<file path="src/rtl/thread_scheduler.sv">
// thread_scheduler: round-robin issue sequencer for one compute block's
// per-thread register file. It accepts a launch (thread count, block index),
// rotates the read-context select over live threads, delays every issued
// thread ID through a WB_LAT-deep writeback tracker, and handles thread exit,
// kernel drain and a one-cycle completion pulse.
//
// Optional feature: define THREAD_SCHED_BARRIER_EN to build the block-wide
// barrier (arrived mask plus release). When it is undefined the barrier input
// is ignored and every live thread is always eligible.

module thread_scheduler #(
  parameter int NUM_THREADS = 16,
  parameter int TID_W       = 5,
  parameter int WB_LAT      = 3
) (
  input  logic             clk,
  input  logic             rst_n,
  input  logic             launch_valid,
  output logic             launch_ready,
  input  logic [TID_W-1:0] launch_count,
  input  logic [31:0]      launch_bidx,
  input  logic             stall,
  input  logic             thread_exit,
  input  logic             barrier,
  output logic             issue_valid,
  output logic [TID_W-1:0] thread_read,
  output logic             wb_valid,
  output logic [TID_W-1:0] thread_write,
  output logic [31:0]      bIdx,
  output logic             busy,
  output logic             kernel_done
);

  // Bits needed to index a thread context inside the live masks.
  localparam int IDX_W = (NUM_THREADS > 1) ? $clog2(NUM_THREADS) : 1;

  // One-hot marker of the oldest (tail) writeback slot.
  localparam logic [WB_LAT-1:0] TAIL_BIT = WB_LAT'(1) << (WB_LAT - 1);

  typedef enum logic [1:0] {
    S_IDLE  = 2'd0,
    S_RUN   = 2'd1,
    S_DRAIN = 2'd2,
    S_DONE  = 2'd3
  } state_t;

  state_t                 state;
  logic [NUM_THREADS-1:0] active_reg;
  logic [NUM_THREADS-1:0] active_next;
  logic [NUM_THREADS-1:0] elig;
  logic [NUM_THREADS-1:0] launch_mask;
  logic [TID_W-1:0]       ptr_reg;
  logic [TID_W-1:0]       ptr_next;
  logic                   issue_valid_reg;
  logic [31:0]            bidx_reg;
  logic                   kernel_done_reg;
  logic                   fire;

  // Writeback tracker: stage 0 is the head, stage WB_LAT-1 is the tail.
  logic [WB_LAT-1:0]      wb_v_reg;
  logic [TID_W-1:0]       wb_t_reg [WB_LAT];
  logic                   wb_upstream_busy;

`ifdef THREAD_SCHED_BARRIER_EN
  logic [NUM_THREADS-1:0] arrived_reg;
  logic [NUM_THREADS-1:0] arrived_next;
`else
  // Barrier hint has no meaning without the barrier logic.
  logic unused_barrier;
  assign unused_barrier = barrier;
`endif

  // An issue only fires in RUN on a non-stalled cycle; issue_valid_reg is
  // high exactly while in RUN.
  assign fire = issue_valid_reg && !stall;

  // Launch mask: the lowest launch_count contexts are live. Counts above
  // NUM_THREADS saturate naturally because the mask has only NUM_THREADS bits.
  genvar gi;
  generate
    for (gi = 0; gi < NUM_THREADS; gi++) begin : g_launch_mask
      assign launch_mask[gi] = (32'(gi) < 32'(launch_count));
    end
  endgenerate

  // Apply this cycle's exit/barrier to the masks and derive the eligible set,
  // releasing the barrier when every live thread has arrived.
  always_comb begin
    active_next = active_reg;
    if (fire && thread_exit) begin
      active_next[ptr_reg[IDX_W-1:0]] = 1'b0;
    end
`ifdef THREAD_SCHED_BARRIER_EN
    arrived_next = arrived_reg;
    // Exit takes priority over a barrier on the same instruction.
    if (fire && barrier && !thread_exit) begin
      arrived_next[ptr_reg[IDX_W-1:0]] = 1'b1;
    end
    elig = active_next & ~arrived_next;
    if ((active_next != '0) && (elig == '0)) begin
      arrived_next = '0;
      elig         = active_next;
    end
`else
    elig = active_next;
`endif
  end

  // Round-robin pick: lowest eligible index above ptr, else wrap to the
  // lowest eligible index; hold ptr if nothing is eligible (kernel ending).
  always_comb begin
    logic             hi_found;
    logic             lo_found;
    logic [TID_W-1:0] hi_idx;
    logic [TID_W-1:0] lo_idx;
    hi_found = 1'b0;
    lo_found = 1'b0;
    hi_idx   = '0;
    lo_idx   = '0;
    for (int i = 0; i < NUM_THREADS; i++) begin
      if (elig[i] && !lo_found) begin
        lo_found = 1'b1;
        lo_idx   = TID_W'(i);
      end
      if (elig[i] && !hi_found && (32'(i) > 32'(ptr_reg))) begin
        hi_found = 1'b1;
        hi_idx   = TID_W'(i);
      end
    end
    if (hi_found) begin
      ptr_next = hi_idx;
    end else if (lo_found) begin
      ptr_next = lo_idx;
    end else begin
      ptr_next = ptr_reg;
    end
  end

  // Writeback tracker stages: shift on every non-stalled cycle, head takes
  // {fire, ptr} so the write select lines up with the retiring instruction.
  generate
    for (gi = 0; gi < WB_LAT; gi++) begin : g_wb_stage
      if (gi == 0) begin : g_head
        // Head stage captures the current issue slot.
        always_ff @(posedge clk or negedge rst_n) begin
          if (!rst_n) begin
            wb_v_reg[gi] <= 1'b0;
            wb_t_reg[gi] <= '0;
          end else if (!stall) begin
            wb_v_reg[gi] <= fire;
            wb_t_reg[gi] <= ptr_reg;
          end
        end
      end else begin : g_body
        // Body stage advances the previous stage's entry.
        always_ff @(posedge clk or negedge rst_n) begin
          if (!rst_n) begin
            wb_v_reg[gi] <= 1'b0;
            wb_t_reg[gi] <= '0;
          end else if (!stall) begin
            wb_v_reg[gi] <= wb_v_reg[gi-1];
            wb_t_reg[gi] <= wb_t_reg[gi-1];
          end
        end
      end
    end
  endgenerate

  // Any valid entry ahead of the tail means the pipeline is not empty after
  // the next shift (no new issues enter during DRAIN).
  assign wb_upstream_busy = |(wb_v_reg & ~TAIL_BIT);

  // Kernel control FSM with registered issue/done/bIdx outputs.
  always_ff @(posedge clk or negedge rst_n) begin
    if (!rst_n) begin
      state           <= S_IDLE;
      active_reg      <= '0;
      ptr_reg         <= '0;
      issue_valid_reg <= 1'b0;
      bidx_reg        <= '0;
      kernel_done_reg <= 1'b0;
`ifdef THREAD_SCHED_BARRIER_EN
      arrived_reg     <= '0;
`endif
    end else begin
      case (state)
        S_IDLE: begin
          if (launch_valid && (launch_count != '0)) begin
            active_reg      <= launch_mask;
            ptr_reg         <= '0;
            bidx_reg        <= launch_bidx;
            issue_valid_reg <= 1'b1;
            state           <= S_RUN;
`ifdef THREAD_SCHED_BARRIER_EN
            arrived_reg     <= '0;
`endif
          end
        end
        S_RUN: begin
          if (fire) begin
            active_reg <= active_next;
            ptr_reg    <= ptr_next;
`ifdef THREAD_SCHED_BARRIER_EN
            arrived_reg <= arrived_next;
`endif
            if (active_next == '0) begin
              issue_valid_reg <= 1'b0;
              state           <= S_DRAIN;
            end
          end
        end
        S_DRAIN: begin
          // Leave once the tail entry retires on this non-stalled shift.
          if (!stall && !wb_upstream_busy) begin
            kernel_done_reg <= 1'b1;
            state           <= S_DONE;
          end
        end
        S_DONE: begin
          kernel_done_reg <= 1'b0;
          state           <= S_IDLE;
        end
        default: begin
          state <= S_IDLE;
        end
      endcase
    end
  end

  assign launch_ready = (state == S_IDLE);
  assign busy         = (state != S_IDLE);
  assign issue_valid  = issue_valid_reg;
  assign thread_read  = ptr_reg;
  assign wb_valid     = wb_v_reg[WB_LAT-1];
  assign thread_write = wb_t_reg[WB_LAT-1];
  assign bIdx         = bidx_reg;
  assign kernel_done  = kernel_done_reg;

endmodule
</file>
<file path="config.mk">
export PLATFORM = sky130hd
export DESIGN_NAME = thread_scheduler
export DESIGN_NICKNAME = d
export VERILOG_FILES = /design/src/rtl/thread_scheduler.sv
export SDC_FILE = /design/constraint.sdc
export NUM_CORES = 1
export LEC_CHECK = 0
export BUFFER_PORTS_ARGS = -buffer_cell sky130_fd_sc_hd__buf_2
export CORE_MARGIN = 2
export CORE_UTILIZATION = 35
export CTS_BUF_LIST = sky130_fd_sc_hd__clkbuf_8 sky130_fd_sc_hd__clkbuf_16
export CTS_CLUSTER_DIAMETER = 50
export DETAILED_ROUTE_END_ITERATION = 6
export HOLD_SLACK_MARGIN = 0.15
export SYNTH_ARGS = -nofsm -noshare
export SYNTH_HDL_FRONTEND = slang
export SYNTH_SLANG_ARGS = --single-unit
</file>
<file path="constraint.sdc">
create_clock -name clk -period 2.43 [get_ports clk]
set_clock_uncertainty 0.2 [all_clocks]
set_input_delay 0 -clock clk [delete_from_list [all_inputs] [get_ports clk]]
set_output_delay 0 -clock clk [all_outputs]
set_load 0.01 [all_outputs]
</file>
# Word level (Yosys, flattened, before mapping)
# Index checks and enable logic that the tools add are counted.
[word_totals]
elab_cells = 231
register_bits = 75
output_inout_bits = 47
inputBits = 43
[classes]
n_reduce_logical = 93
n_mux = 83
eq_ne = 8
bitwise = 2
magnitude_cmp = 33
[op_table]
columns = ["op", "n"]
rows = [
  ["5-bit two-way mux", 30],
  ["1-bit logical AND", 49],
  ["16-bit two-way mux", 3],
  ["4-bit by 5-bit > comparator with 1-bit output, first input constant", 8],
  ["4-bit by 5-bit less-than comparator with 1-bit output, first input constant", 8],
  ["1-bit two-way mux", 38],
  ["16-bit one-hot mux with 2 select lines", 1],
  ["1-bit logical NOT", 31],
  ["3-bit by 5-bit > comparator with 1-bit output, first input constant", 4],
  ["3-bit by 5-bit less-than comparator with 1-bit output, first input constant", 4],
  ["16-bit bitwise AND", 1],
  ["16-bit logical NOT", 1],
  ["16-bit NOT", 1],
  ["2-bit two-way mux", 6],
  ["4-bit AND reduction", 3],
  ["2-bit by 5-bit > comparator with 1-bit output, first input constant", 2],
  ["1-bit by 5-bit less-than comparator with 1-bit output, first input constant", 2],
  ["2-bit by 5-bit less-than comparator with 1-bit output, first input constant", 2],
  ["5-bit one-hot mux with 2 select lines", 1],
  ["2-bit one-hot mux with 4 select lines", 1],
  ["2-bit inequality test, second input constant", 3],
  ["2-bit nonzero test", 3],
  ["1-bit by 5-bit > comparator with 1-bit output, first input constant", 1],
  ["4-bit by 5-bit less-than comparator with 1-bit output, second input constant", 1],
  ["other kinds (12)", 15],
]

# Logic depth before layout (Yosys ltp)
# Gate-level depths: netlist of run 1.
[logic_depth]
ltp_word = 68
mapped_depth = 9
ltp_nobuf = 8

# Worst setup path after synthesis of run 1
# Ideal clock, no wire load.
[synth_path]
path_kind = "register -> register"
start = "register ptr_reg[3], in the netlist thread_read[3]"
end = "register state[1]"
path_slack_ns = -0.106
required_time_ns = 2.105
n_path_buf = 1
arrival_ns = 2.211
path_stages_with_launch = 9
setup_ns = 0.125
synth_period_minus_slack_ns = 2.536
cell_sequence = "dfrtp_1 > buf_6 > nand4bb_1 > nor4_2 > o2bb2ai_1 > or2_4 > or2_1 > a21o_1 > mux2_4"
[synth_via]
elab_chain_len = 10
elab_cells_between_ends = 11
classes_between = "order compare (2); eq/ne (1); mux (3); bitwise (2); reduce/logical (3)"
[synth_rtl]
columns = ["item", "line_no", "text"]
rows = [
  ["start, declared", "52", "logic [TID_W-1:0] ptr_reg;"],
  ["start signal, assigned", "202", "ptr_reg <= ptr_next;"],
  ["4-bit by 5-bit less-than comparator with 1-bit output (implied by the code) / 4-bit by 1-bit >= comparator with 1-bit output (equally long branches)", "91", "active_next[ptr_reg[IDX_W-1:0]] = 1'b0;"],
  ["1-bit logical AND (implied by the code)", "91", ""],
  ["1-bit two-way mux (implied by the code)", "91", ""],
  ["1-bit demux with 4-bit select (*)", "91", ""],
  ["16-bit NOT (no line) (*)", "-", ""],
  ["16-bit bitwise AND (no line) (*)", "-", ""],
  ["16-bit two-way mux (*)", "90", "if (fire && thread_exit) begin"],
  ["16-bit logical NOT (*)", "206", "if (active_next == '0) begin"],
  ["2-bit inequality test (no line) (*)", "-", ""],
  ["4-bit AND reduction (no line) (*)", "-", ""],
  ["end signal, assigned", "208", "state <= S_DRAIN;"],
  ["end signal, assigned", "216", "state <= S_DONE;"],
  ["end signal, assigned", "221", "state <= S_IDLE;"],
  ["end, declared", "47", "state_t state;"],
]
# Mark *: on every way between the ends. The rest lies on a longest branch, timed or not.
# A chain may end at the register's enable or synchronous reset.

# Worst setup path after layout of run 1
[layout_path]
start = "input stall"
end = "register state[1]"
[layout_via]
elab_chain_len = 7
elab_cells_between_ends = 10
classes_between = "eq/ne (3); mux (1); reduce/logical (6)"
[layout_rtl]
columns = ["item", "line_no", "text"]
rows = [
  ["start, declared", "22", "input logic stall,"],
  ["1-bit logical NOT (*)", "75, 214", ""],
  ["1-bit logical AND", "75", "assign fire = issue_valid_reg && !stall;"],
  ["1-bit logical AND", "90", ""],
  ["16-bit two-way mux", "90", ""],
  ["16-bit logical NOT", "206", ""],
  ["2-bit inequality test (no line)", "-", ""],
  ["4-bit AND reduction (no line) (*)", "-", ""],
]
# Marked as above.

==> results of run 1 <==
==> timing repair <==
action / CTS / global route
endpoints found under the setup margin: 6 / 5
endpoints found under the hold margin: 134 / 0
pin swaps: 1 / 3
gates resized for setup: 16 / 10
hold buffers: 43 / 0
setup buffers: 1 / 1
==> cells by family (layout without fill, tap and decap cells) <==
group	after synthesis	in the layout	synth area share [%]
other	1	2	0.0912
adder cells (fa/ha/maj)	4	4	1.22
multiplexers	52	52	14.1
AO/OA/AOI/OAI	135	135	21.8
AND/OR/NAND/NOR	107	107	13.4
flip-flops	71	71	43.2
buffers and inverters	55	246	6.11
==> area by class of cell <==
class | instances | share of cell area, %
tap | 143 | 2.96
timing repair buffer | 213 | 25.2
sequential | 71 | 29.5
clock buffer | 9 | 3.73
multi-input combinational | 300 | 36.4
inverter | 17 | 1.06
clock inverter | 7 | 1.18
==> power breakdown <==
group          leakage (µW)  switching [µW]  internal (µW)
Clock              0.000150             532            798
Sequential         0.000897            19.1           1220
Combinational       0.00182             123            147
==> how the worst min path moves through the flow <==
stage	to	slack (ns)	cells after the start
6_report	active_reg[1]	0.21	5
5_1_grt	bIdx[0]	0.24	3
4_1_cts	active_reg[0]	0.18	6
3_5_place_dp	bIdx[0]	-0.14	2
3_3_place_gp	bIdx[0]	-0.14	2
2_1_floorplan	active_reg[0]	-0.50	0
==> worst reg2reg max path, delay by kind of cell, from the launching register on <==
| kind | cells | cell delay, ns |
|---|---|---|
| AO/OA/AOI/OAI | 2 | 0.38 |
| flip-flops | 1 | 0.40 |
| multiplexers | 1 | 0.29 |
| AND/OR/NAND/NOR | 4 | 1.08 |
==> cell usage after synthesis, types with 3 or more instances <==
master	n
o31ai_1	6
buf_2	9
a41oi_1	3
ha_1	4
a21o_1	5
a211oi_1	7
clkbuf_1	19
o2111ai_1	3
o22a_1	3
nor2_1	29
or2_2	3
a31oi_1	9
nand2b_1	6
mux2i_1	6
nand2_1	27
nor3_1	4
nand3_1	11
inv_1	16
and2_1	4
dfrtp_1	71
a21oi_1	36
mux2_2	45
o31a_1	3
nor2b_1	3
o21ai_0	34
buf_4	7
==> metal layers <==
metal  vias up  track usage, %  part of all wire [%]
met5         -               0                     0
met4         0            9.11                   2.4
met3        29            4.10                   7.9
met2       214            34.7                    45
met1      1972            29.8                    45
li1       1922               -                     -
==> per-stage QoR <==
step / setup TNS, ns / instance area [µm²] / utilization [%]
finish: -0.0857 / 6040 / 52.7
global route: -0.409 / 6040 / 52.7
CTS: 0 / 6000 / 52.3
detailed placement: -0.428 / 5200 / 45.4
global placement: -0.524 / 5200 / 45.4
floorplan: -0.0186 / 4140 / -
==> results.md, run 1 <==
* Fmax at approximately 0.41 GHz
* CP Launch Type: primary input
* Layout area overhead at 46.9%
* Ys flop type: dfrtp_1
* Hold_ws at between 0.2 and 0.25 ns
* Synth Register Bits at 71
* Hold Path Class: in2reg
* Die X-Extent at around 110 µm
* Final setup fails at 4
* DRT Wirelength at 13700 µm
* Layout cells sized above 1 at between 40% and 50%
* Most common cell after layout, fill and taps aside: buf_2
* Largest net degree at the start of global routing at 72
* Finished Layout Cells at 760
* GRT Residual Overflow at 0
* First-pass GRT wire length at between 20000 and 25000 µm
* Row cnt at 39
* Min Tclk post-route at between 2 and 2.5 ns
* Max FFs per register at 32
* RSZ-0062 raised after global routing: yes
* Peak supply drop at 314 µV
* Worst path max stage delay at between 0.5 and 0.6 ns
* CTS tree: yes
* Worst-path cell chain: dlygate4sd3_1 > buf_2 > and4bb_4 > nand4b_1 > o2bb2ai_2 > or2_4 > or2_4 > a21o_1 > mux2_4
* Commonest non-fill, non-tap cells in the layout: buf_2, buf_4, dfrtp_1
* Reg2Reg Depth at 7
* Initial antenna violation count at 0
* Crit Path Class: in2reg
* GRT Resource Usage Total at a little over a fifth
* Pre-CTS WS at -0.142 ns
* WP depth at 9
* Worst path slowest cell: dlygate4sd3_1
* Slew Limit Fails at 0
* Failing checks: negative setup slack
* Input/output buffers at between 80 and 90
* Ys async rst share at 100%
* CP Buf/Inv Count at 2
* H-tree depth at 3
* Crit. End Element: flop
* Final period utilization at 102%
* CTS max path bufs at 2
* Hold Vio Cnt, Final at 0
* Total number of vias at just over 4000
* Required @ worst endpoint at 2.45 ns
* DRT Pass-1 Iters at 5
* Number of synthesized flops with an enable pin at 0
* Top Family by Delay on Critical Path: simple AND/OR/NAND/NOR gates
* PnR worst setup slack at -0.0378 ns
* Start of the worst register-to-register path: thread_read[1]
* Synth area leader: dfrtp_1
* Reg-to-reg slack, setup at -0.03 ns
* Gpl congestion at 0.938
* Initial core utilization at between 30 and 40%
* Remaining DRCs at 0
* Hpwl dp at roughly 9700 µm
* Initial drt markers at between 200 and 300
* Worst EP arrival at about 2.5 ns
* Leak at around 0.0029 µW
* I/O Pins at 90
* Drt wl/cell at about 18 µm
* Clock Sink Count at 71
* CP Launch Point: stall
* Placed Cells at roughly 700
* Cell count after synthesis at roughly 430
* Min-Delay Startpoint: thread_exit
* Total Nets Final at 659
* Register area at about 0.0018 mm²
* Inserted Clock Buffers at 9
* Vias in the first global route at 4186
* Cell Pwr Density at 470 mW/mm²
* DIE HEIGHT at 112 µm
* DIE AREA at between 0.01 and 0.015 mm²
* Syn. warnings at 0
* Netlist Area Pre-Place at 0.00411 mm²
* Sequential cell area fraction in the yosys report at 43.2%
* Crit Path Max Fanout at 9
* CTS clock-pin slew for the worst setup and hold paths at 0.06 ns
* Capture point of the worst reg-to-reg path: state[1]
* Core Footprint at between 0.01 and 0.015 mm²
* Post-synth cell types at between 60 and 70
* Tot Pwr at between 2000 and 3000 µW
* Syn_area_per_cell at between 9 and 10 µm²
* Final ANT Viol Nets at 0
* Status: finished with violations
* Synth top area cells: dfrtp_1, mux2_2, a21oi_1, o21ai_0, nor2_1
* Multi-input gate area at ~0.0022 mm²
* Share of the synthesized area in the top cell type at a little over two fifths
* Fillers at 1024
* Crit path to: state[1]
* Max cap viols at 0
* # diodes at 0
* Vias/cell at between 5 and 6
* Clk root buf: clkbuf_16
* Clock Latency Late Sink at approximately 0.34 ns
* Critical Path Most Common Cell: or2_4
Note: power is estimated with default switching activity, not from simulation.
==> run 2: changes to the inputs <==
--- a/config.mk
+++ b/config.mk
@@ -6,6 +6,7 @@
 export NUM_CORES = 1
 export LEC_CHECK = 0
 export BUFFER_PORTS_ARGS = -buffer_cell sky130_fd_sc_hd__buf_2
+export CORE_ASPECT_RATIO = 1.1
 export CORE_MARGIN = 2
 export CORE_UTILIZATION = 35
 export CTS_BUF_LIST = sky130_fd_sc_hd__clkbuf_8 sky130_fd_sc_hd__clkbuf_16
==> run 2 against run 1 <==
Effect of this change: the run still ends with negative setup slack left; hold slack worse by 0.073 ns; sequential power about the same; critical path type is now reg2reg; fmax down 0.29%; final area up 0.10%; largest cell class unchanged; die area about the same; total power down 4.4%; clock-buffer cell count up 1; register-to-register slack worse by 0.02 ns.
==> results.md, run 2 (same netlist as run 1, synthesis figures left out) <==
* Multi-input gate area at 0.00218 mm² (-1.0%)
* PnR worst setup slack at -0.0451 ns (-0.00726 ns)
* Fmax at 0.404 GHz (-0.29%)
* Total Nets Final at 662 (+0.46%)
* DRT Wirelength at 13000 µm (-5.0%)
* Drt wl/cell at 16.9 µm (-6.1%)
* Initial drt markers at 292 (+4.3%)
* Core Footprint at 0.0115 mm² (+0.21%)
* Crit. End Element: flop
* Cell Pwr Density at 448 mW/mm² (-4.5%)
* Hold_ws at 0.139 ns (-0.0729 ns)
* Layout cells sized above 1 at 41.7% (-1.8 points)
* Layout area overhead at 47.0%
* GRT Residual Overflow at 0 (unchanged)
* CTS max path bufs at 2 (unchanged)
* Clock Latency Late Sink at 0.33 ns (about the same)
* CP Buf/Inv Count at 0 (-2)
* Slew Limit Fails at 0 (unchanged)
* Final period utilization at 102% (+0.30 points)
* Inserted Clock Buffers at 9 (unchanged)
* Status: finished with violations
* Critical Path Most Common Cell: or2_4
* Clk root buf: clkbuf_16
* Remaining DRCs at 0 (unchanged)
* Worst-Margin Slew at 0.922 ns
* Vias/cell at 5.26 (-3.4%)
* CTS tree: yes
* I/O Pins at 90 (unchanged)
* Vias in the first global route at 4087 (-2.4%)
* CTS clock-pin slew for the worst setup and hold paths at 0.06 ns (about the same)
* Most common cell after layout, fill and taps aside: buf_2
* Die X-Extent at 107 µm (-4.5%)
* Hold Vio Cnt, Final at 0 (unchanged)
* Largest net degree at the start of global routing at 72 (unchanged)
* DRT Pass-1 Iters at 5 (unchanged)
* DIE AREA at 0.0126 mm² (about the same)
* Initial core utilization at 35.8% (-0.074 points)
* GRT Resource Usage Total at 21.0% (-0.98 points)
* Top Family by Delay on Critical Path: simple AND/OR/NAND/NOR gates
* Hpwl dp at 9340 µm (-3.4%)
* Max cap viols at 0 (unchanged)
* Total number of vias at 4045 (-2.2%)
* Relative slew slack at 38.5%
* Final ANT Viol Nets at 0 (unchanged)
* Initial antenna violation count at 0 (unchanged)
* Worst-path cell chain: and4bb_2 > and4_1 > o21ai_2 > or2_4 > or2_4 > a21o_1 > mux2_4
* Crit Path Class: reg2reg
* Worst path max stage delay at 0.47 ns (-0.07 ns)
* Max FFs per register at 32 (unchanged)
* Required @ worst endpoint at 2.44 ns (about the same)
* Worst EP arrival at 2.48 ns (about the same)
* Commonest non-fill, non-tap cells in the layout: buf_2, buf_4, dfrtp_1
* DIE HEIGHT at 118 µm (+4.7%)
* Peak supply drop at 258 µV (-18%)
* # diodes at 0 (unchanged)
* Leak at 0.00285 µW (-0.38%)
* Register area at 0.00178 mm² (unchanged)
* TNS Setup at -0.0785 ns (+0.00719 ns)
* Clock Sink Count at 71 (unchanged)
* Fillers at 1059 (+3.4%)
* CP Launch Type: flop
* Min Tclk post-route at 2.48 ns (+0.00726 ns)
* Final setup fails at 3 (-1)
* Row cnt at 41 (+5.1%)
* RSZ-0062 raised after global routing: yes
* Gpl congestion at 0.927 (-1.1%)
* Failing checks: negative setup slack
* First-pass GRT wire length at 21000 µm (-3.9%)
* Input/output buffers at 86 (unchanged)
* H-tree depth at 3 (unchanged)
* Worst path slowest cell: dfrtp_2
* Crit Path Max Fanout at 8 (-1)
* Hold Path Class: in2async
-- run 2: area by class of cell --
type | instances | share of cell area (%)
clock buffer | 10 | 3.95
clock inverter | 5 | 0.558
inverter | 17 | 1.05
multi-input combinational | 300 | 36.0
sequential | 71 | 29.4
tap | 150 | 3.10
timing repair buffer | 216 | 25.9
-- run 2: per-stage QoR --
stage / utilization (%) / setup WS (ns) / total power, µW / cell area, µm² / std cells
finish: 52.6 / -0.0451 / 2710 / 6050 / 769
global route: 52.6 / -0.112 / 2820 / 6050 / 769
CTS: 52.1 / 0.00000977 / 2740 / 5990 / 765
detailed placement: 44.6 / -0.131 / 1470 / 5130 / 696
global placement: 44.6 / -0.117 / 1460 / 5130 / 696
floorplan: - / -0.0186 / 1360 / 4140 / 426
-- run 2: final timing paths --
check / start / to / slack, ns / cells after the start
worst max-delay path: thread_read[3] / state[1] / -0.05 / 7
worst min-delay path: rst_n / thread_read[0] / 0.14 / 2
worst max register to register: thread_read[3] / state[1] / -0.05 / 7
worst min register to register: wb_t_reg[11] / wb_t_reg[11] / 0.28 / 2
max in group asynchronous: rst_n / issue_valid / 1.22 / 2
min in group clk: launch_valid / state[1] / 0.23 / 6
-- run 2: per-layer routing --
layer	vias to the layer above	global-route usage, %	routed length [µm]
met5	-	0	0
met4	0	7.93	332
met3	25	3.10	405
met2	109	36.4	6710
met1	1972	26.2	5550
li1	1939	-	-
-- run 2: what timing repair did --
action	CTS	global route
setup endpoints to repair	6	9
hold endpoints to repair	133	0
pin swaps	8	6
hold buffers	51	0
buffers inserted	3	4
resized for setup	15	9
-- run 2: power breakdown --
part	internal [µW]	total (µW)	switching, µW
sequential	1220	1240	22.0
clock	712	1200	489
combinational	147	269	122
==> run 3: changes to the inputs <==
--- a/config.mk
+++ b/config.mk
@@ -9,7 +9,6 @@
 export CORE_ASPECT_RATIO = 1.1
 export CORE_MARGIN = 2
 export CORE_UTILIZATION = 35
-export CTS_BUF_LIST = sky130_fd_sc_hd__clkbuf_8 sky130_fd_sc_hd__clkbuf_16
 export CTS_CLUSTER_DIAMETER = 50
 export DETAILED_ROUTE_END_ITERATION = 6
 export HOLD_SLACK_MARGIN = 0.15
==> constraint.sdc (replaced) <==
create_clock -name clk -period 3 [get_ports clk]
set_clock_uncertainty 0.2 [all_clocks]
set_input_delay 0 -clock clk [delete_from_list [all_inputs] [get_ports clk]]
set_output_delay 0 -clock clk [all_outputs]
set_load 0.01 [all_outputs]
==> run 3 against run 2 <==
Effect of this change: the flow now finishes without violations; global-route usage decreased by 0.99 points; clock-buffer cell count is the same; combinational power decreased by 25%; sequential cell count unchanged; via count shrank 6.0%; sequential power fell by 19%; fmax fell by 14%; final cell count fell by 9.0%; die area unchanged; critical path depth unchanged; routed wire length shrank 5.8%; setup slack better by 0.18 ns; largest cell class unchanged; largest power group is now clock.
==> results.md, run 3 (same netlist as run 1, synthesis figures left out) <==
* Leak at 0.00251 µW (-12%)
* CTS tree: yes
* Post-cts sizing count at 0 (-15)
* Worst-path cell chain: nand3_1 > o31a_1 > o2bb2ai_1 > nand3_2 > or2_1 > a21o_1 > mux2_4
* I/O Pins at 90 (unchanged)
* # diodes at 0 (unchanged)
* Fmax at 0.349 GHz (-14%)
* Crit. End Element: flop
* Met2 usage at 34.0% (-2.4 points)
* Total number of vias at 3804 (-6.0%)
* Final setup fails at 0 (-3)
* Layout area overhead at 31.4%
* TNS Setup at 0 ns (+0.0785 ns)
* DIE HEIGHT at 118 µm (unchanged)
* Clock Sink Count at 71 (unchanged)
* DIE AREA at 0.0126 mm² (unchanged)
* Largest net degree at the start of global routing at 72 (unchanged)
* Hold Vio Cnt, Final at 0 (unchanged)
* Crit Path Class: reg2reg
* Row cnt at 41 (unchanged)
* Share of power burned in registers at 44.9% (-0.9 points)
* # Post-CTS Setup Buffers at 0 (-3)
* Vias in the first global route at 3828 (-6.3%)
* GRT busiest layer: met2
* Pre-CTS WS at 0.211 ns (+0.341 ns)
* Final period utilization at 95.6% (-6.3 points)
* GRT Residual Overflow at 0 (unchanged)
* Min Tclk post-route at 2.87 ns (+0.392 ns)
* Initial core utilization at 35.8% (unchanged)
* CTS Hold Buffers Added at 43 (-16%)
* Required @ worst endpoint at 3.03 ns (+0.59 ns)
* Input/output buffers at 86 (unchanged)
* Pint at 1680 µW (-19%)
* Layout cells sized above 1 at 32.4% (-9.3 points)
* Hold Path Class: in2async
* Final ANT Viol Nets at 0 (unchanged)
* Peak supply drop at 273 µV (+5.7%)
* Psw at 558 µW (-12%)
* Sw Ratio at 24.9% (+1.6 points)
* CTS clock-pin slew for the worst setup and hold paths at 0.07 ns (about the same)
* Remaining DRCs at 0 (unchanged)
* Drt wl/cell at 17.5 µm (+3.4%)
* Initial drt markers at 261 (-11%)
* Worst path slowest cell: dfrtp_1
* Initial antenna violation count at 0 (unchanged)
* Commonest non-fill, non-tap cells in the layout: buf_2, dfrtp_1, mux2_2
* CTS max path bufs at 2 (unchanged)
* Die X-Extent at 107 µm (unchanged)
* Max FFs per register at 32 (unchanged)
* Worst-Margin Slew at 0.916 ns (-0.00555 ns)
* Most common cell after layout, fill and taps aside: buf_2
* Cell Pwr Density at 414 mW/mm² (-7.6%)
* Crit Path Max Fanout at 16 (+8)
* Worst EP arrival at 2.89 ns (+0.41 ns)
* Status: complete, no violations
* Top Family by Delay on Critical Path: compound AO/OA/AOI/OAI gates
* CP Buf/Inv Count at 0 (unchanged)
* PnR worst setup slack at 0.133 ns (+0.178 ns)
* DRT Pass-1 Iters at 5 (unchanged)
* Logic gate share of total power at 9.1% (-0.8 points)
* Met3 usage at 3.60% (+0.50 points)
* Hold_ws at 0.134 ns (-0.00539 ns)
* CP Launch Type: flop
* Clk pwr share at 46.0% (+1.7 points)
* Relative slew slack at 38.9% (+0.37 points)
* Met1 Track Usage GR at 25.1% (-1.1 points)
* Inserted Clock Buffers at 9 (unchanged)
* First-pass GRT wire length at 19700 µm (-5.9%)
* GRT Resource Usage Total at 20.0% (-0.99 points)
* Vias/cell at 5.43 (+3.3%)
* Gpl congestion at 0.903 (-2.6%)
* Worst path max stage delay at 0.70 ns (+0.23 ns)
* Max cap viols at 0 (unchanged)
* Clk root buf: clkbuf_16
* Hpwl dp at 8340 µm (-11%)
* Clock Latency Late Sink at 0.35 ns (+0.02 ns)
* RSZ-0062 raised after global routing: no
* Slew Limit Fails at 0 (unchanged)
* H-tree depth at 3 (unchanged)
* DRT Wirelength at 12200 µm (-5.8%)
* Core Footprint at 0.0115 mm² (unchanged)
* Total Nets Final at 592 (-11%)
-- run 3: cell count changes in the layout (fill, tap and decap cells not counted), sizes merged --
cell	before	now
clkinvlp	2	1
clkinv	2	4
buf	165	103
dlygate4sd3	51	43
-- run 3: final cells by class --
type / count / area [µm²]
Fill cell: 1082 / 6090
Multi-Input combinational cell: 300 / 2090
Sequential cell: 71 / 1780
Timing Repair Buffer: 146 / 1000
Clock buffer: 10 / 239
Tap cell: 150 / 188
Inverter: 17 / 63.8
Clock inverter: 6 / 43.8
-- run 3: worst paths after layout --
check,cells after the start,endpoint,slack (ns),startpoint
setup / recovery,7,state[1],0.13,thread_read[2]
hold / removal,2,thread_read[0],0.13,rst_n
setup reg to reg,7,state[1],0.13,thread_read[2]
hold reg to reg,2,wb_t_reg[13],0.28,wb_t_reg[13]
max in group asynchronous,2,bIdx[21],1.87,rst_n
min in group clk,5,active_reg[0],0.21,thread_exit
-- run 3: metal layers --
layer	share of wire, %	wire length [µm]	vias to the layer above
met1	42	5140	1853
met4	2.4	299	0
met2	51	6250	135
li1	-	-	1792
met5	0	0	-
met3	4.5	556	24
-- run 3: per-stage QoR --
stage | total power (µW) | std cells | utilization, % | instance area (µm²)
finish | 2240 | 700 | 47.0 | 5400
global route | 2330 | 700 | 47.0 | 5400
CTS | 2260 | 700 | 47.0 | 5400
detailed placement | 1180 | 641 | 40.8 | 4690
global placement | 1180 | 641 | 40.8 | 4690
floorplan | 1100 | 426 | - | 4120
-- run 3: power groups by stage --
stage	clock network, µW	registers (µW)	logic [µW]
2_1_floorplan	0	1030	68.6
3_3_place_gp	0	1020	157
3_5_place_dp	0	1020	160
4_1_cts	1050	1000	204
5_1_grt	1100	1010	222
6_report	1030	1010	203
-- run 3: worst register-to-register path: cells and delay by family, from the launching register on --
family	cells	cell delay (ns)
AO/OA/AOI/OAI	3	0.84
AND/OR/NAND/NOR	3	0.71
flip-flops	1	0.70
multiplexers	1	0.29
